File: src/rtl/fetch_stage.sv
// RV32I instruction-fetch stage: owns the PC, drives a req/ack imem port and the IF/ID register.
// Optional misaligned-redirect trap enabled by defining FETCH_MISALIGN_CHECK_EN.
module fetch_stage #(
  parameter logic [31:0] RESET_PC = 32'h0000_0000,
  parameter logic [31:0] NOP_INST = 32'h0000_0013
) (
  input  logic        clk,
  input  logic        rst,
  input  logic        b_taken,
  input  logic [31:0] b_pc,
  input  logic        stall,
  output logic        imem_req,
  output logic [31:0] imem_addr,
  input  logic        imem_ack,
  input  logic [31:0] imem_data,
  output logic [31:0] if_id_pc,
  output logic [31:0] if_id_inst,
  output logic        if_id_valid
`ifdef FETCH_MISALIGN_CHECK_EN
  ,
  output logic        fetch_fault
`endif
);

  localparam logic [1:0] S_FETCH = 2'd0;
  localparam logic [1:0] S_BUF   = 2'd1;
  localparam logic [1:0] S_DRAIN = 2'd2;
  localparam logic [1:0] S_HALT  = 2'd3;

  logic [1:0]  state;
  logic [31:0] pc;
  logic [31:0] pc_inc;
  logic [31:0] tgt;
  logic [31:0] buf_pc;
  logic [31:0] buf_inst;
  logic [31:0] redir_pc;
  logic [31:0] drain_pc;
  logic        ack_live;
  logic        bad_redir;
  logic        halt_pend;
  logic        halt_now;

  // An ack is only meaningful while a request is actually on the bus.
  assign ack_live  = imem_ack & imem_req;
  assign pc_inc    = pc + 32'd4;
  assign imem_addr = pc;

`ifdef FETCH_MISALIGN_CHECK_EN
  assign redir_pc  = b_pc;
  assign bad_redir = b_taken & (b_pc[1:0] != 2'b00);
`else
  assign redir_pc  = b_pc & 32'hFFFF_FFFC;
  assign bad_redir = 1'b0;
`endif

  // A redirect arriving in the same cycle as the drained ack supersedes tgt.
  assign drain_pc = b_taken ? redir_pc : tgt;
  assign halt_now = halt_pend | bad_redir;

  always_ff @(posedge clk) begin
    if (rst) begin
      state       <= S_FETCH;
      pc          <= RESET_PC;
      imem_req    <= 1'b0;
      if_id_pc    <= 32'h0000_0000;
      if_id_inst  <= NOP_INST;
      if_id_valid <= 1'b0;
      halt_pend   <= 1'b0;
    end else begin
      case (state)
        S_FETCH: begin
          if (b_taken) begin
            if_id_valid <= 1'b0;
            if_id_inst  <= NOP_INST;
            if (ack_live || !imem_req) begin
              if (bad_redir) begin
                state    <= S_HALT;
                imem_req <= 1'b0;
              end else begin
                pc       <= redir_pc;
                imem_req <= 1'b1;
              end
            end else begin
              state     <= S_DRAIN;
              imem_req  <= 1'b1;
              halt_pend <= bad_redir;
            end
          end else if (ack_live) begin
            pc <= pc_inc;
            if (stall) begin
              state    <= S_BUF;
              imem_req <= 1'b0;
            end else begin
              if_id_pc    <= pc;
              if_id_inst  <= imem_data;
              if_id_valid <= 1'b1;
              imem_req    <= 1'b1;
            end
          end else begin
            imem_req <= 1'b1;
            if (!stall) begin
              if_id_valid <= 1'b0;
              if_id_inst  <= NOP_INST;
            end
          end
        end

        S_BUF: begin
          if (b_taken) begin
            if_id_valid <= 1'b0;
            if_id_inst  <= NOP_INST;
            if (bad_redir) begin
              state <= S_HALT;
            end else begin
              state    <= S_FETCH;
              pc       <= redir_pc;
              imem_req <= 1'b1;
            end
          end else if (!stall) begin
            if_id_pc    <= buf_pc;
            if_id_inst  <= buf_inst;
            if_id_valid <= 1'b1;
            state       <= S_FETCH;
            imem_req    <= 1'b1;
          end
        end

        S_DRAIN: begin
          if (b_taken) begin
            halt_pend <= halt_now;
          end
          if (ack_live) begin
            if (halt_now) begin
              state    <= S_HALT;
              imem_req <= 1'b0;
            end else begin
              state    <= S_FETCH;
              pc       <= drain_pc;
              imem_req <= 1'b1;
            end
          end
        end

        default: begin
          imem_req    <= 1'b0;
          if_id_valid <= 1'b0;
          if_id_inst  <= NOP_INST;
        end
      endcase
    end
  end

  // Datapath-only storage: meaningful only in the states that read it.
  always_ff @(posedge clk) begin
    if (b_taken && ((state == S_FETCH) || (state == S_DRAIN))) begin
      tgt <= redir_pc;
    end
    if ((state == S_FETCH) && !b_taken && ack_live && stall) begin
      buf_pc   <= pc;
      buf_inst <= imem_data;
    end
  end

`ifdef FETCH_MISALIGN_CHECK_EN
  always_ff @(posedge clk) begin
    if (rst) begin
      fetch_fault <= 1'b0;
    end else if (bad_redir) begin
      fetch_fault <= 1'b1;
    end
  end
`endif

endmodule

File: config.mk
export PLATFORM = sky130hd
export DESIGN_NAME = fetch_stage
export DESIGN_NICKNAME = d
export VERILOG_FILES = /design/src/rtl/fetch_stage.sv
export SDC_FILE = /design/constraint.sdc
export NUM_CORES = 1
export LEC_CHECK = 0
export CAP_MARGIN = 20
export CORE_ASPECT_RATIO = 0.6
export CORE_MARGIN = 2
export CORE_UTILIZATION = 45
export CTS_CLUSTER_DIAMETER = 60
export CTS_CLUSTER_SIZE = 40
export DETAILED_ROUTE_END_ITERATION = 12
export PLACE_DENSITY = 0.68
export SETUP_SLACK_MARGIN = 0.05
export SYNTH_ARGS = -nofsm -noshare
export SYNTH_HDL_FRONTEND = slang
export SYNTH_SLANG_ARGS = --single-unit
File: constraint.sdc
create_clock -name clk -period 6.2 [get_ports clk]
set_input_delay 1.24 -clock clk [delete_from_list [all_inputs] [get_ports clk]]
set_output_delay 1.24 -clock clk [all_outputs]
set_load 0.05 [all_outputs]
==> metrics, run 1 <==
Top-Level Pins=roughly 170; Final Power=roughly 0.0047 W; Final Skew=around 12 ps; crit-path max FO=33; gpl congestion=around 0.89; hold_sp=if_id_pc[31]; path depth of the worst reg2reg path=6; gr usage total=22.50%; initial core utilization=between 40% and 50%; WL final=roughly 21,000 um; Tightest Hold Check Type=reg -> reg; via count=approximately 6.4k; TritonCTS buffer count=17; Die ar.=roughly 19,000 um^2; Die W=176.2 um; critical path capture point type=flop; Worst EP required=between 6000 and 7000 ps; GR Overflow Total=0; number of synthesized flops with an enable pin=between 90 and 100; post-synth cell types=between 60 and 70; min Tclk post-route=around 3800 ps; Setup TNS=0 ps; cts hold-fix bufs=0; WHS Path Cells=2; worst r2r src=state[1]; Slew headroom=about 45%; Final Hold Fails=0; Slew Limit Fails=0; setup repair after global routing missed its margin=false; FP Rows=37; FILL cells=approximately 1.4k; initial antenna violation count=0; via/cell ratio=slightly below 6; CP max-delay cell=and2_2; Post-Syn Instances=roughly 700; largest net degree at the start of global routing=between 60 and 70; CTS resizes=0; Detail Placement HPWL=between 10,000 and 15,000 um; PwrDens=448.4 nW/um^2; CTS tree=done; Hold EP=if_id_pc[31]; status=finished, final reports clean; final hold slack=500.2 ps; critical path cell sequence=clkdlybuf4s50_1 -> nor3b_2 -> buf_4 -> and2_2 -> buf_4; Routed WL per cell=19.35 um; startpoint types=input port; Crit path largest cell delay=~730 ps; predominant post-synthesis flop cell=dfxtp_1; post-synthesis async set-or-reset flop share=0%; clock sink count=188; Mapped Area=roughly 8000 um^2; CP top delay family=buffers and inverters; drc violations=0; Max Freq=0.2632 GHz; clock-pin slew on the worst setup and hold paths=roughly 70 ps; CTS Root Cell=clkbuf_16; layout cell share with drive strength beyond 1=under 10%; R2R setup slack=about 3100 ps; Max Root-Sink Buffers=2; Buf/Inv on CP=3; worst skew pair latency=~430 ps; area grow syn2layout=29.89%; commonest cells after routing, fill and taps aside=clkdlybuf4s50_1 (159), dfxtp_1 (96), edfxtp_1 (92); Synth warnings=0; reg-to-reg endpoint=buf_pc[21]; Die H=~110 um; Mean Syn Cell Area=11.10 um^2; number of global-route vias before repair=about 5.8k; Max Cap Viol=0; ratio of final minimum period to clock period=approximately 61%; Seq/Total Area, Yosys=58.53%; endpoints failing setup=0; DR iter-0 viols=~670; number of iterations in the first detailed-routing pass=6; Antenna Cells=0; ANT nets after route=0; Pleak=between 3 and 4 nW; core footprint=17,270 um^2; CP Class=in -> reg; IO buf count=160; first-pass GRT wire length=roughly 33,000 um; H-tree levels=4; Nets=a little over 900; most common cell after layout, fill and taps aside=clkdlybuf4s50_1; # Post-CTS Setup Buffers=0; fin util=approximately three fifths; synthesized flop and latch total=188; VDD IR max=225.9 uV; most frequent CP cell=buf_4; CP Data Arrival Time=roughly 3900 ps; slew of the pin with the lowest slew margin=828.1 ps
-- cells in the mapped netlist, drive strengths merged (5+ instances only) --
cell type	count	area, um^2
buf	11	61.31
and3	9	56.30
a221o	7	70.07
and2	7	43.79
nor2	83	311.6
nand2	32	120.1
ha	5	62.56
inv	12	45.04
nand2b	5	31.28
a222oi	5	50.05
a22o	38	332.8
edfxtp	92	2763
nand4	9	62.56
a21oi	22	110.1
a22oi	38	285.3
mux2i	37	370.4
nand3	21	110.1
o21ai	25	125.1
nor4	7	43.79
dfxtp	96	1922
a211oi	33	247.7
clkbuf	52	195.2
a31oi	5	31.28
nor3	8	40.04
a221oi	7	61.31
-- worst min-delay path, delay by kind of cell, from the launching register on --
kind             cells  cell delay [ps]
flip-flops           1              310
AO/OA/AOI/OAI        1               50
AND/OR/NAND/NOR      1               90
-- layer usage --
layer / up-vias / part of all wire [%] / global-route usage [%] / wire length (um)
li1: 3034 / - / - / -
met1: 3092 / 49 / 35.87 / 10400
met2: 275 / 41 / 30.42 / 8784
met3: 19 / 9.0 / 4.555 / 1927
met4: 0 / 0.93 / 6.080 / 199
met5: - / 0 / 0 / 0
-- registers in the layout, summed over array words and instances (netlist names) --
register / count
imem_req: 1
state: 2
if_id_valid: 1
if_id_pc: 30
imem_addr: 30
if_id_inst: 32
buf_inst: 32
tgt: 30
buf_pc: 30
-- worst max path at each step --
stage,startpoint,end,slack [ps],cells after the start
after floorplan,b_taken,buf_inst[0],2280,4
after global placement,b_taken,buf_pc[20],2110,5
after detailed placement,b_taken,buf_pc[22],1940,5
after CTS,b_taken,buf_pc[21],2410,5
after global routing,b_taken,buf_pc[22],2210,5
final,b_taken,buf_pc[21],2400,5
-- stage by stage --
stage / instance area [um^2] / cells / worst slack [ps]
after floorplan: 8015 / 724 / 2275
after global placement: 9778 / 1067 / 2106
after detailed placement: 9793 / 1068 / 1940
after CTS: 10380 / 1100 / 2406
after global routing: 10400 / 1101 / 2207
final: 10400 / 1101 / 2401
-- area by class of cell --
class | count | area, um^2 | share of cell area, %
Tap cell | 234 | 292.8 | 2.816
Inverter | 12 | 45.04 | 0.4333
Sequential cell | 188 | 4684 | 45.06
Clock inverter | 15 | 157.7 | 1.516
Multi-Input combinational cell | 461 | 3069 | 29.52
Clock buffer | 17 | 425.4 | 4.092
Timing Repair Buffer | 174 | 1722 | 16.56
-- report_power, final --
part / internal (W) / switching (W)
clock network: 0.000569 / 0.000504
registers: 0.00154 / 0.000227
logic: 0.000642 / 0.00118
total: 0.00275 / 0.00191
-- logic make-up after synthesis --
kind of cell | after synthesis | synth area share [%]
other cells | 1 | 0.04685
flops | 188 | 58.53
compound gates | 213 | 20.01
mux | 37 | 4.627
fa+ha+maj | 5 | 0.7816
buf+inv | 75 | 3.767
xor+xnor | 1 | 0.1094
simple gates | 201 | 12.13
No activity file was read; power rests on OpenSTA's default activity.
==> run 2, diff against run 1 <==
Settings changed: PLACE_DENSITY 0.68 to 0.71.
Clock period 6.2 ns to 3.36 ns, I/O delays scaled along.
==> run 2 against run 1 <==
Compared with the run above:
- register-to-register slack worse by 2500 ps
- final area grew 0.91%
- clock skew down 1.1 ps
- critical endpoint is now imem_addr[25]
==> metrics, run 2 (synthesis results as in run 1) <==
status=finished, final reports clean; Max Freq=around 0.36 GHz; drc violations=0 (unchanged); IO buf count=160 (unchanged); first-pass GRT wire length=34,750 um (+6.1%); Die W=176.2 um (unchanged); Pleak=3.525 nW (+2.1%); GR Overflow Total=0 (unchanged); DR iter-0 viols=598 (-11%); CP Class=reg -> reg; number of iterations in the first detailed-routing pass=5 (-1); Top-Level Pins=167 (unchanged); commonest cells after routing, fill and taps aside=clkdlybuf4s50_1 (159), dfxtp_1 (96), edfxtp_1 (92); VDD IR max=389.3 uV (+72%); gr usage total=24.06% (+1.6 points); fin cells=1,112 (+1.0%); Detail Placement HPWL=16,180 um (+8.6%); final setup margin=544.0 ps (-1857 ps); Buf/Inv on CP=2 (-1); clock sink count=188 (unchanged); combined area of the multi-input logic cells=3069 um^2 (unchanged); CP top delay family=compound AO/OA/AOI/OAI gates; startpoint types=flop; Slew Limit Fails=0 (unchanged); WL final=22,710 um (+6.6%); CTS Root Cell=clkbuf_16; crit-path max FO=18 (-45%); Max Cap Viol=0 (unchanged); min Tclk post-route=between 2000 and 3000 ps; TritonCTS buffer count=17 (unchanged); hold_sp=if_id_inst[0]; FILL cells=1,349 (-4.9%); area grow syn2layout=31.08%; core footprint=17,270 um^2 (unchanged); start point of the critical path=state[0]; critical path capture point type=flop; layout cell share with drive strength beyond 1=8.428% (+1.2 points); Worst EP required=3720 ps (-2560 ps); Nets=939 (+1.2%); Tightest Hold Check Type=reg -> reg; initial core utilization=46.35% (unchanged); Setup TNS=0 ps (unchanged); Die H=107.3 um (unchanged); worst r2r src=state[0]; most common cell after layout, fill and taps aside=clkdlybuf4s50_1; FP Rows=37 (unchanged); critical path cell sequence=inv_1 -> ha_1 -> or3b_1 -> a311o_1 -> buf_4 -> nor4_1 -> mux2i_1 -> o221ai_1; via/cell ratio=5.897 (+1.1%); CTS resizes=0 (unchanged); cts hold-fix bufs=0 (unchanged); CP max-delay cell=a311o_1; H-tree levels=4 (unchanged); CTS tree=done; fin util=60.76% (+0.55 points); number of global-route vias before repair=6,347 (+9.1%); Crit path largest cell delay=640 ps (-90 ps); ratio of final minimum period to clock period=a little over four fifths; Slew headroom=47.15% (+2.6 points); Antenna Cells=0 (unchanged); Top Registers=buf_inst x32, if_id_inst x32; register area=4684 um^2 (unchanged); via count=6,558 (+2.1%); Post-Place Cells=1,080 (+1.1%); initial antenna violation count=0 (unchanged); Max Root-Sink Buffers=2 (unchanged); PwrDens=839.6 nW/um^2 (+87%); Final Skew=10.93 ps (-1.130 ps); # Post-CTS Setup Buffers=0 (unchanged); ANT nets after route=0 (unchanged); CP Data Arrival Time=3170 ps (-710 ps); Routed WL per cell=20.42 um (+5.5%); Final Hold Fails=0 (unchanged); Die ar.=18,900 um^2 (unchanged); post-place setup slack=363.6 ps (-1577 ps); endpoints failing setup=0 (unchanged); gpl congestion=0.9055 (+2.1%); Final Power=0.008808 W (+89%); setup repair after global routing missed its margin=false; slew of the pin with the lowest slew margin=792.8 ps (-35.30 ps); largest net degree at the start of global routing=41 (-33%); worst skew pair latency=440 ps (about the same); clock-pin slew on the worst setup and hold paths=70 ps (about the same)
## run 2: worst register-to-register path, stage by stage, from the launching register on
cell and delay (ps):
dfxtp_1 460, inv_1 100, ha_1 310, or3b_1 430, a311o_1 640, buf_4 290
nor4_1 240, mux2i_1 180, o221ai_1 100
## run 2: per-layer routing
metal  wire length, um  GRT usage [%]
met1             10850          36.55
met2              9589          33.78
met3              2032          5.685
met4               236          7.202
met5                 0              0
## run 2: worst paths after layout
path,to,slack (ps),cells past startpoint
max,imem_addr[25],540,8
max reg2reg,imem_addr[25],540,8
min,if_id_inst[0],500,2
min reg2reg,if_id_inst[0],500,2
## run 2: area by class of cell
type,instances,share of cell area [%]
well taps,234,2.791
inverters,12,0.4293
clock buffers,19,4.425
multi-input cells,461,29.25
flip-flops and latches,188,44.65
repair buffers,185,17.32
clock inverters,13,1.133
## run 2: power breakdown
part / switching [W] / internal, W / total, W
Sequential: 0.000412 / 0.00285 / 0.00326
Combinational: 0.00228 / 0.00126 / 0.00354
Clock: 0.000964 / 0.00105 / 0.00201
## run 2: metrics by stage
| stage | hold WS (ps) | cell area [um^2] |
|---|---|---|
| 2_1_floorplan | 478.7 | 8016 |
| 3_3_place_gp | 487.9 | 9881 |
| 3_5_place_dp | 487.4 | 9908 |
| 4_1_cts | 503.5 | 10490 |
| 5_1_grt | 517.4 | 10490 |
| 6_report | 497.6 | 10490 |
==> run 3, diff against run 2 <==
Clock period 3.36 ns to 2.58 ns, I/O delays scaled along.
==> run 3 against run 2 <==
Compared with the run above:
- register-to-register slack lost 290 ps
- first-iteration DRC count is 2.8% higher
- via count grew 2.2%
- clock skew about the same
- sequential power grew 24%
- largest power group unchanged
==> metrics, run 3 (synthesis results as in run 1) <==
status=finished, final reports clean; Buf/Inv on CP=1 (-1); startpoint types=flop; Post-DP Area=10,300 um^2 (+4.0%); Final Skew=11.07 ps (+0.1390 ps); Switching Share=41.00% (-0.55 points); Slew headroom=62.56% (+15 points); Antenna Cells=0 (unchanged); core footprint=17,270 um^2 (unchanged); gpl congestion=0.9015 (-0.44%); Detail Placement HPWL=16,840 um (+4.0%); Die W=176.2 um (unchanged); Die H=107.3 um (unchanged); ANT nets after route=0 (unchanged); commonest cells after routing, fill and taps aside=clkdlybuf4s50_1 (159), dfxtp_1 (96), edfxtp_1 (92); fin util=63.08% (+2.3 points); CP max-delay cell=clkdlybuf4s50_1; H-tree levels=4 (unchanged); WL final=23,360 um (+2.8%); Worst EP required=2060 ps (-1660 ps); worst skew pair latency=430 ps (about the same); most common cell after layout, fill and taps aside=clkdlybuf4s50_1; CTS Root Cell=clkbuf_16; initial core utilization=46.35% (unchanged); number of iterations in the first detailed-routing pass=7 (+2); GR Overflow Total=0 (unchanged); critical path cell sequence=clkdlybuf4s50_1; CTS resizes=0 (unchanged); PwrDens=1088 nW/um^2 (+30%); Pleak=3.757 nW (+6.6%); WHS Path Cells=2 (unchanged); area grow syn2layout=36.08%; R2R setup slack=250 ps (-290 ps); ratio of final minimum period to clock period=94.76%; cts hold-fix bufs=0 (unchanged); share of total power in the clock network=21.6% (-1.2 points); NetSw=0.004856 W (+33%); via/cell ratio=5.810 (-1.5%); Max Freq=0.4090 GHz; Internal Power=0.006989 W (+36%); # Post-CTS Setup Buffers=0 (unchanged); first-pass GRT wire length=36,230 um (+4.3%); Crit path largest cell delay=900 ps (+260 ps); drc violations=0 (unchanged); critical path capture point type=output port; Top Registers=buf_inst x32, if_id_inst x32; TritonCTS buffer count=17 (unchanged); FILL cells=1,350 (+0.074%); Routed WL per cell=20.26 um (-0.81%); via count=6,699 (+2.2%); Max Cap Viol=0 (unchanged); layout cell share with drive strength beyond 1=12.62% (+4.2 points); hold_sp=if_id_pc[18]; number of global-route vias before repair=6,315 (-0.50%); initial antenna violation count=0 (unchanged); Tightest Hold Check Type=reg -> reg; largest net degree at the start of global routing=92 (+120%); setup repair after global routing missed its margin=false; Top-Level Pins=167 (unchanged); Hold EP=if_id_pc[18]; Final Power=0.01185 W (+34%); gr usage total=25.11% (+1.0 points); slew of the pin with the lowest slew margin=560.9 ps (-231.8 ps); Die ar.=18,900 um^2 (unchanged); clock-pin slew on the worst setup and hold paths=70 ps (about the same); Nets=980 (+4.4%); Slew Limit Fails=0 (unchanged); Gate power share=44.3% (+4.1 points); final hold slack=501.6 ps (+3.964 ps); worst r2r src=state[1]; endpoints failing setup=0 (unchanged); Max Root-Sink Buffers=2 (unchanged); fin area=10,890 um^2 (+3.8%); min Tclk post-route=approximately 2400 ps; sequential share of power=34.0% (-3.0 points); clock sink count=188 (unchanged); CP Class=reg -> out; VDD IR max=526.4 uV (+35%); IO buf count=160 (unchanged); crit-path max FO=9 (-9); Final Hold Fails=0 (unchanged); CP Data Arrival Time=1930 ps (-1240 ps); path depth of the worst reg2reg path=8 (unchanged); FP Rows=37 (unchanged); CP top delay family=buffers and inverters; reg-to-reg endpoint=imem_addr[14]; Setup TNS=0 ps (unchanged); CTS tree=done; DR iter-0 viols=615 (+2.8%)
run 3: worst max-delay path by stage:
stage | to | startpoint | slack [ps] | cells after the start
after floorplan | buf_inst[0] | imem_req | 90 | 4
after global placement | if_id_inst[28] | b_taken | -120 | 7
after detailed placement | imem_addr[27] | b_taken | -90 | 7
after CTS | imem_addr[26] | imem_addr[26] | 140 | 1
after global routing | imem_addr[14] | state[1] | 100 | 8
final | imem_addr[26] | imem_addr[26] | 140 | 1
run 3: cell type report:
type	instances	area, um^2	area share [%]
Clock inverter	13	132.6	1.218
Sequential cell	188	4684	43.01
Tap cell	234	292.8	2.688
Timing Repair Buffer	226	2212	20.31
Multi-Input combinational cell	461	3072	28.20
Clock buffer	19	452.9	4.159
Inverter	12	45.04	0.4136
run 3: power groups by stage:
stage          Sequential [W]  Clock, W  Combinational (W)
3_5_place_dp          0.00410         0            0.00519
6_report              0.00403   0.00256            0.00525
5_1_grt               0.00409   0.00272            0.00558
2_1_floorplan         0.00508         0            0.00207
4_1_cts               0.00403   0.00261            0.00521
3_3_place_gp          0.00407         0            0.00507
run 3: per-layer routing:
metal / global-route usage, % / part of all wire [%] / vias to the layer above
li1: - / - / 3141
met1: 40.53 / 50 / 3217
met2: 33.89 / 40 / 325
met3: 4.944 / 9.3 / 16
met4: 5.785 / 0.80 / 0
met5: 0 / 0 / -
run 3: per-stage QoR:
| step | setup slack (ps) | cells |
|---|---|---|
| 4_1_cts | 143.0 | 1153 |
| 3_5_place_dp | -89.89 | 1121 |
| 3_3_place_gp | -124.6 | 1120 |
| 2_1_floorplan | 86.20 | 724 |
| 5_1_grt | 102.5 | 1153 |
| 6_report | 135.1 | 1153 |
